===== src/rtl/case_pkg.sv =====
// rtl/case_pkg.sv - shared types, character constants and helpers for case_restore
//
// Purpose: state encoding for the sentence-case FSM, the ASCII constants it
// compares against, and pure character-class functions.
// Ports: none (package).

package case_pkg;

  typedef enum logic [1:0] {
    START = 2'd0,  // next letter is a sentence start: emit upper case
    MID   = 2'd1,  // inside a sentence: emit lower case
    PUNCT = 2'd2   // just saw a sentence terminator
  } case_state_e;

  localparam logic [7:0] CH_LF       = 8'h0A;
  localparam logic [7:0] CH_SPACE    = 8'h20;
  localparam logic [7:0] CH_DOT      = 8'h2E;
  localparam logic [7:0] CH_BANG     = 8'h21;
  localparam logic [7:0] CH_QUEST    = 8'h3F;
  localparam logic [7:0] CH_UPPER_A  = 8'h41;
  localparam logic [7:0] CH_UPPER_Z  = 8'h5A;
  localparam logic [7:0] CH_LOWER_A  = 8'h61;
  localparam logic [7:0] CH_LOWER_Z  = 8'h7A;
  localparam logic [7:0] CASE_OFFSET = 8'h20;

  function automatic logic is_upper(input logic [7:0] c);
    return (c >= CH_UPPER_A) && (c <= CH_UPPER_Z);
  endfunction

  function automatic logic is_lower(input logic [7:0] c);
    return (c >= CH_LOWER_A) && (c <= CH_LOWER_Z);
  endfunction

  function automatic logic is_term(input logic [7:0] c);
    return (c == CH_DOT) || (c == CH_BANG) || (c == CH_QUEST);
  endfunction

endpackage


===== src/rtl/char_fifo.sv =====
// rtl/char_fifo.sv - DEPTH x 8 circular-buffer FIFO
//
// Purpose: output queue between the case FSM and a possibly stalling sink.
// Ports:
//   i_clk            clock, rising edge
//   i_rst            asynchronous active-low reset
//   i_push, i_data   write one character (caller guarantees !o_full)
//   i_pop            drop the head entry (caller guarantees !o_empty)
//   o_data           head entry
//   o_full, o_empty  registered-count decodes

module char_fifo #(
  parameter int DEPTH = 4
) (
  input  logic       i_clk,
  input  logic       i_rst,
  input  logic       i_push,
  input  logic [7:0] i_data,
  input  logic       i_pop,
  output logic [7:0] o_data,
  output logic       o_full,
  output logic       o_empty
);

  localparam int AW = $clog2(DEPTH);
  localparam int CW = AW + 1;

  logic [7:0]    mem_q [DEPTH];
  logic [7:0]    mem_d [DEPTH];
  logic [AW-1:0] wr_ptr_q, wr_ptr_d;
  logic [AW-1:0] rd_ptr_q, rd_ptr_d;
  logic [CW-1:0] count_q,  count_d;

  always_comb begin
    mem_d    = mem_q;
    wr_ptr_d = wr_ptr_q;
    rd_ptr_d = rd_ptr_q;
    count_d  = count_q;

    if (i_push) begin
      mem_d[wr_ptr_q] = i_data;
      wr_ptr_d        = wr_ptr_q + AW'(1);  // power-of-two depth: wraps to 0
    end
    if (i_pop) begin
      rd_ptr_d = rd_ptr_q + AW'(1);
    end

    case ({i_push, i_pop})
      2'b10:   count_d = count_q + CW'(1);
      2'b01:   count_d = count_q - CW'(1);
      default: count_d = count_q;
    endcase
  end

  // Storage is reset too so the head reads 0x00 while the queue is empty.
  always_ff @(posedge i_clk or negedge i_rst) begin
    if (!i_rst) begin
      for (int i = 0; i < DEPTH; i++) begin
        mem_q[i] <= 8'h00;
      end
      wr_ptr_q <= '0;
      rd_ptr_q <= '0;
      count_q  <= '0;
    end else begin
      mem_q    <= mem_d;
      wr_ptr_q <= wr_ptr_d;
      rd_ptr_q <= rd_ptr_d;
      count_q  <= count_d;
    end
  end

  assign o_data  = mem_q[rd_ptr_q];
  assign o_full  = (count_q == CW'(DEPTH));
  assign o_empty = (count_q == '0);

endmodule


===== src/rtl/case_restore.sv =====
// rtl/case_restore.sv - sentence-case restorer for an all-capitals ASCII stream
//
// Purpose: capitalises the first letter of each sentence and lower-cases every
// other letter, queueing results in an output FIFO with ready/valid handshakes.
// Optional feature macro: CASE_RESTORE_STATS_EN adds o_sent_cnt.
// Ports:
//   i_clk                    clock, rising edge
//   i_rst                    asynchronous active-low reset
//   i_valid, i_char, o_ready upstream handshake (accept = i_valid && o_ready)
//   o_valid, o_char, i_ready downstream handshake (pop = o_valid && i_ready)
//   o_sent_cnt               (CASE_RESTORE_STATS_EN) saturating sentence-start count

module case_restore
  import case_pkg::*;
#(
  parameter int DEPTH = 4
) (
  input  logic        i_clk,
  input  logic        i_rst,
  input  logic        i_valid,
  input  logic [7:0]  i_char,
  output logic        o_ready,
  output logic        o_valid,
  output logic [7:0]  o_char,
  input  logic        i_ready
`ifdef CASE_RESTORE_STATS_EN
  ,
  output logic [15:0] o_sent_cnt
`endif
);

  case_state_e state_q, state_d;
  logic        fifo_full;
  logic        fifo_empty;
  logic        accept;
  logic        pop;
  logic        in_upper;
  logic        in_lower;
  logic        in_letter;
  logic [7:0]  out_char;

  // Handshake decodes come only from the registered FIFO count.
  assign o_ready = !fifo_full;
  assign o_valid = !fifo_empty;
  assign accept  = i_valid && o_ready;
  assign pop     = o_valid && i_ready;

  always_comb begin
    in_upper  = is_upper(i_char);
    in_lower  = is_lower(i_char);
    in_letter = in_upper || in_lower;

    out_char = i_char;
    if ((state_q == START) && in_lower) begin
      out_char = i_char - CASE_OFFSET;
    end else if ((state_q != START) && in_upper) begin
      out_char = i_char + CASE_OFFSET;
    end
  end

  always_comb begin
    state_d = state_q;
    if (accept) begin
      if (i_char == CH_LF) begin
        state_d = START;
      end else begin
        case (state_q)
          START: state_d = in_letter ? MID : START;
          MID:   state_d = is_term(i_char) ? PUNCT : MID;
          PUNCT: begin
            if (i_char == CH_SPACE) begin
              state_d = START;
            end else if (is_term(i_char)) begin
              state_d = PUNCT;
            end else begin
              // Terminator not followed by a space (e.g. "3.14"): not a sentence end.
              state_d = MID;
            end
          end
          default: state_d = START;
        endcase
      end
    end
  end

  always_ff @(posedge i_clk or negedge i_rst) begin
    if (!i_rst) begin
      state_q <= START;
    end else begin
      state_q <= state_d;
    end
  end

  char_fifo #(
    .DEPTH (DEPTH)
  ) u_fifo (
    .i_clk   (i_clk),
    .i_rst   (i_rst),
    .i_push  (accept),
    .i_data  (out_char),
    .i_pop   (pop),
    .o_data  (o_char),
    .o_full  (fifo_full),
    .o_empty (fifo_empty)
  );

`ifdef CASE_RESTORE_STATS_EN
  logic [15:0] sent_cnt_q, sent_cnt_d;

  always_comb begin
    sent_cnt_d = sent_cnt_q;
    if (accept && (state_q == START) && in_letter && (sent_cnt_q != 16'hFFFF)) begin
      sent_cnt_d = sent_cnt_q + 16'd1;
    end
  end

  always_ff @(posedge i_clk or negedge i_rst) begin
    if (!i_rst) begin
      sent_cnt_q <= 16'h0000;
    end else begin
      sent_cnt_q <= sent_cnt_d;
    end
  end

  assign o_sent_cnt = sent_cnt_q;
`endif

endmodule


===== config.mk =====
export PLATFORM = sky130hd
export DESIGN_NAME = case_restore
export DESIGN_NICKNAME = d
export VERILOG_FILES = /design/src/rtl/case_pkg.sv /design/src/rtl/char_fifo.sv /design/src/rtl/case_restore.sv
export SDC_FILE = /design/constraint.sdc
export NUM_CORES = 1
export LEC_CHECK = 0
export ABC_AREA = 1
export BUFFER_PORTS_ARGS = -buffer_cell sky130_fd_sc_hd__buf_4
export CORE_ASPECT_RATIO = 1.5
export CORE_UTILIZATION = 30
export DETAILED_ROUTE_END_ITERATION = 16
export PLACE_DENSITY = 0.44
export SYNTH_ARGS = -nofsm -noshare
export SYNTH_HDL_FRONTEND = slang
export SYNTH_SLANG_ARGS = --single-unit

===== constraint.sdc =====
create_clock -name i_clk -period 1.8 [get_ports i_clk]
set_input_delay 0.18 -clock i_clk [delete_from_list [all_inputs] [get_ports i_clk]]
set_output_delay 0.18 -clock i_clk [all_outputs]
set_load 0.005 [all_outputs]

==> summary.md, run 1 <==
| Metric | Value |
|---|---|
| Run status | `finished, final reports clean` |
| Final period demand of the worst path | `1.69 ns` |
| Max Slew Vio Count | `0` |
| Starting Density | `30.9%` |
| Fmax | `591 MHz` |
| Post-Route Hold Slack | `0.232 ns` |
| Worst setup skew after layout | `0.00910 ns` |
| Synth-to-layout area growth | `19.5%` |
| Layout cells sized above 1 | `17.7%` |
| Number of distinct standard cells referenced by the synthesized netlist | `25` |
| Synthesized instance count | `288` |
| Critical Path Max Stage Delay | `0.40 ns` |
| Initial antenna violation count | `0` |
| Post-synthesis sequential area ratio | `45.9%` |
| Arrival time at the worst endpoint | `1.88 ns` |
| Pin count of the biggest net entering global routing | `42` |
| Final setup violation count | `0` |
| Depth of the CTS H-tree | `2` |
| WP buf/inv | `2` |
| Std cell rows | `38` |
| Worst slew slack as a fraction of its limit | `63.6%` |
| DRC Markers | `0` |
| Die height | `108 µm` |
| Chip width | `72.5 µm` |
| Critical register-to-register path startpoint | `u_fifo.count_q[0]$_DFFE_PN0P_` |
| # clock sinks | `41` |
| Area of all placed cells without fillers | `2670 µm²` |
| Die Area | `7810 µm²` |
| Yosys reg bits | `41` |
| Synth Net Count | `309` |
| Hold Startpoint | `i_ready` |
| Total number of vias | `1911` |
| RSZ-0062 raised after global routing | `true` |
| Clock latency reported for the late side of the worst-skew pair | `0.29 ns` |
| Tot Pwr | `4310 µW` |
| Synthesized area per cell | `7.76 µm²` |
| Buffer cell driving the clock tree root | `sky130_fd_sc_hd__clkbuf_8` |
| Hold Path Class | `input port to flop` |
| Critical Path Start | `u_fifo.count_q[0]$_DFFE_PN0P_` |
| Pwr per Cell Area | `1610 nW/µm²` |
| Fill cell total of the finished layout | `818` |
| Largest voltage drop on the vdd net | `483 µV` |
| Type of the worst setup path | `flop to flop` |
| Critical path endpoint category | `flop` |
| Final-stage net count | `337` |
| Leakage power figure | `0.00134 µW` |
| Initial DRT Pass Iterations | `4` |
| Total GRT Usage | `15.6%` |
| Fin. Hold Viols | `0` |
| Total clock buffers created by CTS | `5` |
| Number of warnings printed during yosys synthesis | `0` |
| Buffers on Ports | `21` |
| TritonCTS clock tree | `built` |
| Post-DRT Antenna Nets | `0` |
| Global placer's final weighted congestion | `0.797` |
| CTS max path bufs | `2` |
| Crit share post-route | `94.0%` |
| Average vias per placed instance | `4.58` |
| Kind of start point of the critical path | `flop` |
| Critical path, cell by cell | `inv_2, nand3_2, nand2_4, ha_1, inv_2, fa_2, a21oi_2, o21ai_1, xor2_1` |
| Placeable core region | `7230 µm²` |
| Routed wire length | `5540 µm` |
| Critical-path maximum fanout | `3` |
| Via count of the first global-routing pass | `1867` |
| Wire length of the first global-routing pass | `9150 µm` |
| GR Overflow Total | `0` |
| Crit-path slowest cell | `sky130_fd_sc_hd__dfrtp_1` |
| Clock edge transition at the registers on the reported setup and hold paths | `0.08 ns` |
| Initial DRC Count | `112` |
| Total placed instance area | `2530 µm²` |
| Actual slew at the worst max-slew pin | `0.547 ns` |
| Mean routed wirelength per cell | `13.3 µm` |
| Top Family by Delay on Critical Path | `adder cells` |
| Half-perimeter wire length after placement | `3990 µm` |
| Worst EP required | `1.98 ns` |
| Number of top-level design ports | `22` |
| Count of inserted antenna diode cells | `0` |
| Combined area of all synthesized cells | `2240 µm²` |
| Max-Cap Viols | `0` |
| Cell mode on critical path | `sky130_fd_sc_hd__inv_2` |
synth_stat cells (all sizes together):
master / n / area [µm²]
nand2: 88 / 353
o21ai: 42 / 210
dfrtp: 41 / 1030
nor2: 33 / 124
inv: 26 / 100
nand3: 15 / 85.1
ha: 8 / 100
o22ai: 8 / 50.1
buf: 7 / 33.8
a21oi: 6 / 33.8
xor2: 5 / 43.8
nand4: 3 / 18.8
nor3: 3 / 25.0
clkbuf: 1 / 3.75
fa: 1 / 20.0
xnor2: 1 / 8.76
flip-flops by register name, indices dropped and copies added, names as in the netlist:
signal           flops
u_fifo.mem_q        32
state_q              2
u_fifo.count_q       3
u_fifo.wr_ptr_q      2
u_fifo.rd_ptr_q      2
layer usage:
layer	track usage (%)	share of wire (%)	vias up
li1	-	-	985
met3	2.72	2.5	10
met1	18.3	45	887
met2	27.4	50	29
met5	0	0	-
met4	6.44	2.3	0
cell usage in the layout, fill, tap and decap left out:
cell / instances
sky130_fd_sc_hd__a21oi_1: 4
sky130_fd_sc_hd__a21oi_2: 2
sky130_fd_sc_hd__buf_4: 28
sky130_fd_sc_hd__bufinv_16: 1
sky130_fd_sc_hd__clkbuf_1: 1
sky130_fd_sc_hd__clkbuf_8: 6
sky130_fd_sc_hd__dfrtp_1: 41
sky130_fd_sc_hd__dlygate4sd3_1: 1
sky130_fd_sc_hd__fa_2: 1
sky130_fd_sc_hd__ha_1: 8
sky130_fd_sc_hd__inv_1: 20
sky130_fd_sc_hd__inv_2: 5
sky130_fd_sc_hd__inv_4: 1
sky130_fd_sc_hd__nand2_1: 81
sky130_fd_sc_hd__nand2_2: 6
sky130_fd_sc_hd__nand2_4: 1
sky130_fd_sc_hd__nand3_1: 12
sky130_fd_sc_hd__nand3_2: 3
sky130_fd_sc_hd__nand4_1: 3
sky130_fd_sc_hd__nor2_1: 33
sky130_fd_sc_hd__nor3_1: 1
sky130_fd_sc_hd__nor3_2: 2
sky130_fd_sc_hd__o21ai_0: 40
sky130_fd_sc_hd__o21ai_1: 2
sky130_fd_sc_hd__o22ai_1: 8
sky130_fd_sc_hd__xnor2_1: 1
sky130_fd_sc_hd__xor2_1: 5
worst paths after layout:
path / slack [ns] / endpoint / cells after the start
setup / recovery: 0.11 / u_fifo.count_q[2]$_DFFE_PN0P_ / 9
hold / removal: 0.23 / u_fifo.rd_ptr_q[0]$_DFFE_PN0P_ / 5
setup reg to reg: 0.11 / u_fifo.count_q[2]$_DFFE_PN0P_ / 9
hold reg to reg: 0.48 / u_fifo.mem_q[29]$_DFFE_PN0P_ / 2
max in group asynchronous: 1.00 / u_fifo.mem_q[23]$_DFFE_PN0P_ / 2
min in group asynchronous: 0.41 / u_fifo.mem_q[27]$_DFFE_PN0P_ / 2
cell type report:
type	instances	area [µm²]	share of cell area (%)
clock buffer	7	86.3	3.23
clock inverter	1	30.0	1.12
inverter	26	100	3.75
multi-input combinational	213	1080	40.6
sequential	41	1030	38.4
tap	100	125	4.68
timing repair buffer	29	220	8.24
power by group:
| part | internal (µW) | total [µW] | switching, µW |
|---|---|---|---|
| registers | 1350 | 1590 | 244 |
| clock network | 453 | 780 | 327 |
| logic | 853 | 1940 | 1090 |
tightest hold or removal path, delay by kind of cell:
family / cells / cell delay (ns)
simple gates: 3 / 0.17
buf+inv: 2 / 0.15
timing repair:
item                                    CTS  global route
hold buffers                              1             0
gates resized for setup                   0             7
hold endpoints to repair                 41             0
setup buffers                             0             1
endpoints found under the setup margin    0             2
logic make-up (layout without fill, tap and decap cells):
group	Yosys count	after routing	synth area share, %
xor gates and xnor gates	6	6	2.35
and+or+nand+nor	142	142	27.1
DFF	41	41	45.9
adders and majority gates	9	9	5.37
AOI/OAI and AO/OA	56	56	13.2
buffers and inverters	34	63	6.16
metrics by stage:
| step | worst slack, ns | utilization [%] | cells | setup TNS (ns) |
|---|---|---|---|---|
| after global placement | 0.0270 | 35.0 | 407 | 0 |
| after global routing | -0.0112 | 37.0 | 417 | -0.0112 |
| final | 0.108 | 37.0 | 417 | 0 |
| after CTS | 0.00255 | 36.7 | 416 | 0 |
| after floorplan | 0.0674 | - | 288 | 0 |
| after detailed placement | 0.0156 | 35.0 | 407 | 0 |
Note: power is estimated with default switching activity, not from simulation.
==> inputs of run 2 (changes only) <==
--- a/config.mk
+++ b/config.mk
@@ -10,7 +10,7 @@
 export CORE_ASPECT_RATIO = 1.5
 export CORE_UTILIZATION = 30
 export DETAILED_ROUTE_END_ITERATION = 16
-export PLACE_DENSITY = 0.44
+export PLACE_DENSITY = 0.42
 export SYNTH_ARGS = -nofsm -noshare
 export SYNTH_HDL_FRONTEND = slang
 export SYNTH_SLANG_ARGS = --single-unit
==> constraint.sdc (replaced) <==
create_clock -name i_clk -period 1.6 [get_ports i_clk]
set_input_delay 0.16 -clock i_clk [delete_from_list [all_inputs] [get_ports i_clk]]
set_output_delay 0.16 -clock i_clk [all_outputs]
set_load 0.005 [all_outputs]
==> summary.md, run 2 (synthesized netlist as in run 1, its figures left out) <==
| Metric | Value |
|---|---|
| Run status | `finished, final reports clean` |
| Final period demand of the worst path | `1.59 ns` |
| Initial DRT Pass Iterations | `4` |
| Placed Cells | `419` |
| Half-perimeter wire length after placement | `4190 µm` |
| CTS max path bufs | `2` |
| Die Area | `7810 µm²` |
| Top library cells by usage in the layout, fill and taps aside | `sky130_fd_sc_hd__nand2_1, sky130_fd_sc_hd__buf_4, sky130_fd_sc_hd__dfrtp_1` |
| Largest register FFs | `32` |
| # clock sinks | `41` |
| Fin. Hold Viols | `0` |
| Top register by number of flip-flops | `u_fifo.mem_q` |
| Hold Path Class | `input port to flop` |
| Initial DRC Count | `110` |
| RSZ-0062 raised after global routing | `true` |
| Std cell rows | `38` |
| Kind of start point of the critical path | `flop` |
| Tot Pwr | `5220 µW` |
| Die height | `108 µm` |
| Actual slew at the worst max-slew pin | `0.549 ns` |
| Utilization after layout | `39.4%` |
| Placeable core region | `7230 µm²` |
| Wire length of the first global-routing pass | `9400 µm` |
| Max-Cap Viols | `0` |
| DRC Markers | `0` |
| GR Overflow Total | `0` |
| Routed wire length | `5700 µm` |
| Clock latency reported for the late side of the worst-skew pair | `0.30 ns` |
| Switching power of the nets | `1950 µW` |
| TritonCTS clock tree | `built` |
| Average vias per placed instance | `4.50` |
| Clock edge transition at the registers on the reported setup and hold paths | `0.09 ns` |
| Worst slew slack as a fraction of its limit | `63.4%` |
| Crit share post-route | `99.4%` |
| Depth of the CTS H-tree | `2` |
| Layout cells sized above 1 | `23.1%` |
| Largest voltage drop on the vdd net | `695 µV` |
| Max Slew Vio Count | `0` |
| Clock Power Share | `16.9%` |
| Count of inserted antenna diode cells | `0` |
| Pin count of the biggest net entering global routing | `42` |
| Critical-path maximum fanout | `3` |
| Leakage power figure | `0.00143 µW` |
| Buffers on Ports | `21` |
| Total clock buffers created by CTS | `5` |
| Global placer's final weighted congestion | `0.836` |
| Int Pwr | `3260 µW` |
| Registers with the most flip-flops | `u_fifo.mem_q (32), u_fifo.count_q (3)` |
| Worst setup skew after layout | `0.0120 ns` |
| Type of the worst setup path | `flop to flop` |
| Fmax | `629 MHz` |
| Sequential power share | `34.3%` |
| Pwr per Cell Area | `1830 nW/µm²` |
| Total GRT Usage | `16.0%` |
| Chip width | `72.5 µm` |
| Final-stage net count | `353` |
| Critical path endpoint category | `flop` |
| Worst EP required | `1.79 ns` |
| Synth-to-layout area growth | `27.3%` |
| Number of top-level design ports | `22` |
| Final setup violation count | `0` |
| Arrival time at the worst endpoint | `1.78 ns` |
| Combinational fraction of design power | `48.8%` |
| Fill cell total of the finished layout | `796` |
| Initial antenna violation count | `0` |
| Non-Filler Instances | `433` |
| Buffer cell driving the clock tree root | `sky130_fd_sc_hd__clkbuf_8` |
| Via count of the first global-routing pass | `1894` |
| Most common library cell in the layout ignoring fill and taps | `sky130_fd_sc_hd__nand2_1` |
| Starting Density | `30.9%` |
| Mean routed wirelength per cell | `13.2 µm` |
| Post-DRT Antenna Nets | `0` |
| Share of total power consumed by net switching | `37.5%` |
| Total number of vias | `1950` |
-- run 2: cell types whose count changed in the layout (fill, tap and decap cells not counted), moves of 2 or more --
cell                      previous run  this run
sky130_fd_sc_hd__buf_12              0         2
sky130_fd_sc_hd__o21ai_0            40        37
sky130_fd_sc_hd__inv_1              20        18
sky130_fd_sc_hd__inv_2               5         7
sky130_fd_sc_hd__buf_4              28        42
sky130_fd_sc_hd__o21ai_1             2         5
-- run 2: power by group through the flow --
stage | Sequential, µW | Combinational (µW) | Clock [µW]
6_report | 1790 | 2550 | 880
3_5_place_dp | 1810 | 2460 | 0
5_1_grt | 1850 | 2910 | 938
3_3_place_gp | 1800 | 2450 | 0
4_1_cts | 1790 | 2550 | 909
2_1_floorplan | 1720 | 1470 | 0
-- run 2: per-layer routing --
layer / global-route usage [%] / routed length (µm) / up-vias
met2: 28.2 / 2890 / 24
met5: 0 / 0 / -
li1: - / - / 1016
met3: 1.97 / 116 / 6
met4: 5.46 / 81 / 0
met1: 19.9 / 2610 / 904
-- run 2: through the flow --
step           area, µm²  TNS [ns]  hold WS, ns  setup slack, ns
3_3_place_gp        2670   -0.0184        0.194          -0.0184
2_1_floorplan       2260   -0.0417       -0.136          -0.0417
5_1_grt             2850   -0.0862        0.289          -0.0862
4_1_cts             2820         0        0.246          0.00277
6_report            2850         0        0.245           0.0102
3_5_place_dp        2670   -0.0454        0.192          -0.0454
-- run 2: final cells by class --
type	instances	area (µm²)	share of cell area, %
Clock inverter	1	30.0	1.06
Inverter	26	100	3.52
Clock buffer	7	86.3	3.03
Sequential cell	41	1030	36.1
Tap cell	100	125	4.40
Multi-Input combinational cell	213	1110	39.1
Timing Repair Buffer	45	365	12.8
-- run 2: worst paths after layout --
kind	startpoint	depth (start not counted)	to	slack, ns
max	u_fifo.count_q[1]$_DFFE_PN0P_	9	u_fifo.count_q[2]$_DFFE_PN0P_	0.01
min	i_char[1]	3	u_fifo.mem_q[1]$_DFFE_PN0P_	0.25
max reg2reg	u_fifo.count_q[1]$_DFFE_PN0P_	9	u_fifo.count_q[2]$_DFFE_PN0P_	0.01
min reg2reg	u_fifo.mem_q[21]$_DFFE_PN0P_	2	u_fifo.mem_q[21]$_DFFE_PN0P_	0.48
max in group asynchronous	i_rst	2	u_fifo.rd_ptr_q[1]$_DFFE_PN0P_	0.82
min in group asynchronous	i_rst	2	u_fifo.rd_ptr_q[0]$_DFFE_PN0P_	0.39
-- run 2: worst max-delay path, stage by stage (launching register included) --
cell	delay [ns]
sky130_fd_sc_hd__dfrtp_1	0.40
sky130_fd_sc_hd__inv_2	0.10
sky130_fd_sc_hd__nand3_4	0.09
sky130_fd_sc_hd__nand2_4	0.07
sky130_fd_sc_hd__ha_4	0.12
sky130_fd_sc_hd__inv_2	0.04
sky130_fd_sc_hd__fa_2	0.34
sky130_fd_sc_hd__a21oi_2	0.12
sky130_fd_sc_hd__o21ai_1	0.08
sky130_fd_sc_hd__xor2_1	0.14
-- run 2: repair_timing --
item	CTS	global route
gates resized for setup	3	6
setup buffers	3	2
endpoints found under the hold margin	41	0
pin swaps	2	1
hold buffers	1	0
endpoints found under the setup margin	6	9
==> inputs of run 3 (changes only) <==
--- a/config.mk
+++ b/config.mk
@@ -7,7 +7,6 @@
 export LEC_CHECK = 0
 export ABC_AREA = 1
 export BUFFER_PORTS_ARGS = -buffer_cell sky130_fd_sc_hd__buf_4
-export CORE_ASPECT_RATIO = 1.5
 export CORE_UTILIZATION = 30
 export DETAILED_ROUTE_END_ITERATION = 16
 export PLACE_DENSITY = 0.42
==> summary.md, run 3 (synthesized netlist as in run 1, its figures left out) <==
| Metric | Value |
|---|---|
| Final-stage net count | `358` |
| Total clock buffers created by CTS | `5` |
| Critical-path maximum fanout | `3` |
| Worst slew slack as a fraction of its limit | `63.3%` |
| Top Family by Delay on Critical Path | `adder cells` |
| CTS max path bufs | `2` |
| Wire length of the first global-routing pass | `9810 µm` |
| Depth of the CTS H-tree | `2` |
| Std cell rows | `31` |
| RSZ-0062 raised after global routing | `true` |
| Fmax | `615 MHz` |
| Initial DRT Pass Iterations | `4` |
| Die Area | `7800 µm²` |
| Type of the worst setup path | `flop to flop` |
| Starting Density | `31.0%` |
| Hold Path Class | `input port to flop` |
| Total GRT Usage | `16.7%` |
| Total number of vias | `2015` |
| Buffers on Ports | `21` |
| Worst EP required | `1.79 ns` |
| WP buf/inv | `3` |
| Sequential power share | `33.4%` |
| Final period demand of the worst path | `1.63 ns` |
| Max Slew Vio Count | `0` |
| Clock edge transition at the registers on the reported setup and hold paths | `0.09 ns` |
| Via count of the first global-routing pass | `1992` |
| Buffer cell driving the clock tree root | `sky130_fd_sc_hd__clkbuf_8` |
| Crit share post-route | `102%` |
| Kind of start point of the critical path | `flop` |
| Fin. Hold Viols | `0` |
| Clock Power Share | `12.8%` |
| Most common library cell in the layout ignoring fill and taps | `sky130_fd_sc_hd__nand2_1` |
| Worst setup skew after layout | `0.00999 ns` |
| Critical path, cell by cell | `inv_2, nand3_2, nand2_2, inv_2, ha_4, inv_2, fa_2, a21oi_1, o21ai_1, xor2_1` |
| Total placed instance area | `2660 µm²` |
| Actual slew at the worst max-slew pin | `0.550 ns` |
| Clock latency reported for the late side of the worst-skew pair | `0.30 ns` |
| Leakage power figure | `0.00147 µW` |
| Max-Cap Viols | `0` |
| DRC Markers | `0` |
| Placeable core region | `7210 µm²` |
| Post-DRT Antenna Nets | `0` |
| Combinational fraction of design power | `53.8%` |
| Count of inserted antenna diode cells | `0` |
| Area of all placed cells without fillers | `2940 µm²` |
| Failing checks | `negative setup slack` |
| Die height | `88.3 µm` |
| Routed wire length | `5910 µm` |
| Tot Pwr | `5400 µW` |
| Pwr per Cell Area | `1840 nW/µm²` |
| Top library cells by usage in the layout, fill and taps aside | `sky130_fd_sc_hd__nand2_1, sky130_fd_sc_hd__buf_4, sky130_fd_sc_hd__dfrtp_1` |
| Mean routed wirelength per cell | `13.5 µm` |
| Initial antenna violation count | `0` |
| Total negative slack | `-0.0251 ns` |
| Switching power of the nets | `2160 µW` |
| Crit-path slowest cell | `sky130_fd_sc_hd__dfrtp_1` |
| Final setup violation count | `1` |
| Registers with the most flip-flops | `u_fifo.mem_q (32), u_fifo.count_q (3)` |
| Pin count of the biggest net entering global routing | `42` |
| Critical Path Max Stage Delay | `0.37 ns` |
| Int Pwr | `3240 µW` |
| Run status | `finished, violations left` |
| GR Overflow Total | `0` |
| Global placer's final weighted congestion | `0.814` |
| Share of total power consumed by net switching | `39.9%` |
| Layout cells sized above 1 | `26.3%` |
| Utilization after layout | `40.8%` |
| Average vias per placed instance | `4.61` |
| Chip width | `88.3 µm` |
| Half-perimeter wire length after placement | `4190 µm` |
| Top register by number of flip-flops | `u_fifo.mem_q` |
| # clock sinks | `41` |
| Largest register FFs | `32` |
| Initial DRC Count | `129` |
| TritonCTS clock tree | `built` |
| Synth-to-layout area growth | `31.6%` |
| PnR worst setup slack | `-0.0251 ns` |
| Arrival time at the worst endpoint | `1.81 ns` |
| Number of top-level design ports | `22` |
| Largest voltage drop on the vdd net | `446 µV` |
| Critical path endpoint category | `flop` |
| Cell mode on critical path | `sky130_fd_sc_hd__inv_2` |
-- run 3: changes by cell type in the layout (fill, tap and decap cells not counted), sizes merged --
cell	before	now
inv	26	25
clkinvlp	0	1
bufinv	1	0
buf	44	47
clkinv	0	3
-- run 3: power groups by stage --
| stage | registers [µW] | logic (µW) | clock network [µW] |
|---|---|---|---|
| after global placement | 1800 | 2460 | 0 |
| after floorplan | 1720 | 1470 | 0 |
| final | 1800 | 2910 | 691 |
| after detailed placement | 1800 | 2470 | 0 |
| after CTS | 1790 | 2550 | 720 |
| after global routing | 1870 | 3280 | 766 |
-- run 3: path summary, 6_finish.rpt --
check	startpoint	end	slack, ns	cells past startpoint
setup / recovery	u_fifo.count_q[1]$_DFFE_PN0P_	u_fifo.count_q[2]$_DFFE_PN0P_	-0.03	10
hold / removal	i_char[1]	u_fifo.mem_q[1]$_DFFE_PN0P_	0.25	3
setup reg to reg	u_fifo.count_q[1]$_DFFE_PN0P_	u_fifo.count_q[2]$_DFFE_PN0P_	-0.03	10
hold reg to reg	u_fifo.mem_q[15]$_DFFE_PN0P_	u_fifo.mem_q[15]$_DFFE_PN0P_	0.48	2
max in group asynchronous	i_rst	state_q[1]$_DFFE_PN0P_	0.83	2
min in group asynchronous	i_rst	u_fifo.mem_q[11]$_DFFE_PN0P_	0.38	2
-- run 3: area by class of cell --
class | instances | area (µm²)
well taps | 99 | 124
inverters | 26 | 110
clock buffers | 5 | 68.8
flip-flops and latches | 41 | 1030
fillers | 803 | 4270
multi-input cells | 213 | 1170
clock inverters | 3 | 17.5
repair buffers | 50 | 424
-- run 3: timing repair --
action,CTS,global route
endpoints found under the setup margin,4,40
pin swaps,4,6
resized for setup,3,31
setup buffers,4,2
hold buffers,1,0
cloned,0,2
hold endpoints to repair,41,0
-- run 3: routing by layer --
metal,wire (µm),global-route usage (%),part of all wire (%),vias to the layer above
li1,-,-,-,1031
met1,2810,23.1,47,953
met2,2880,27.2,49,27
met3,169,2.80,2.9,4
met4,53,4.11,0.90,0
met5,0,0,0,-
-- run 3: worst reg2reg max path: stages, from the launching register on --
cell	delay [ns]
sky130_fd_sc_hd__dfrtp_1	0.37
sky130_fd_sc_hd__inv_2	0.07
sky130_fd_sc_hd__nand3_2	0.09
sky130_fd_sc_hd__nand2_2	0.06
sky130_fd_sc_hd__inv_2	0.08
sky130_fd_sc_hd__ha_4	0.13
sky130_fd_sc_hd__inv_2	0.04
sky130_fd_sc_hd__fa_2	0.33
sky130_fd_sc_hd__a21oi_1	0.14
sky130_fd_sc_hd__o21ai_1	0.08
sky130_fd_sc_hd__xor2_1	0.14
-- run 3: stage by stage --
stage               hold slack [ns]  worst slack [ns]  cells
floorplan                    -0.136           -0.0417    288
global placement              0.194           -0.0332    420
global route                  0.275            -0.106    437
finish                        0.252           -0.0251    437
CTS                           0.250           -0.0316    433
detailed placement            0.190           -0.0445    420
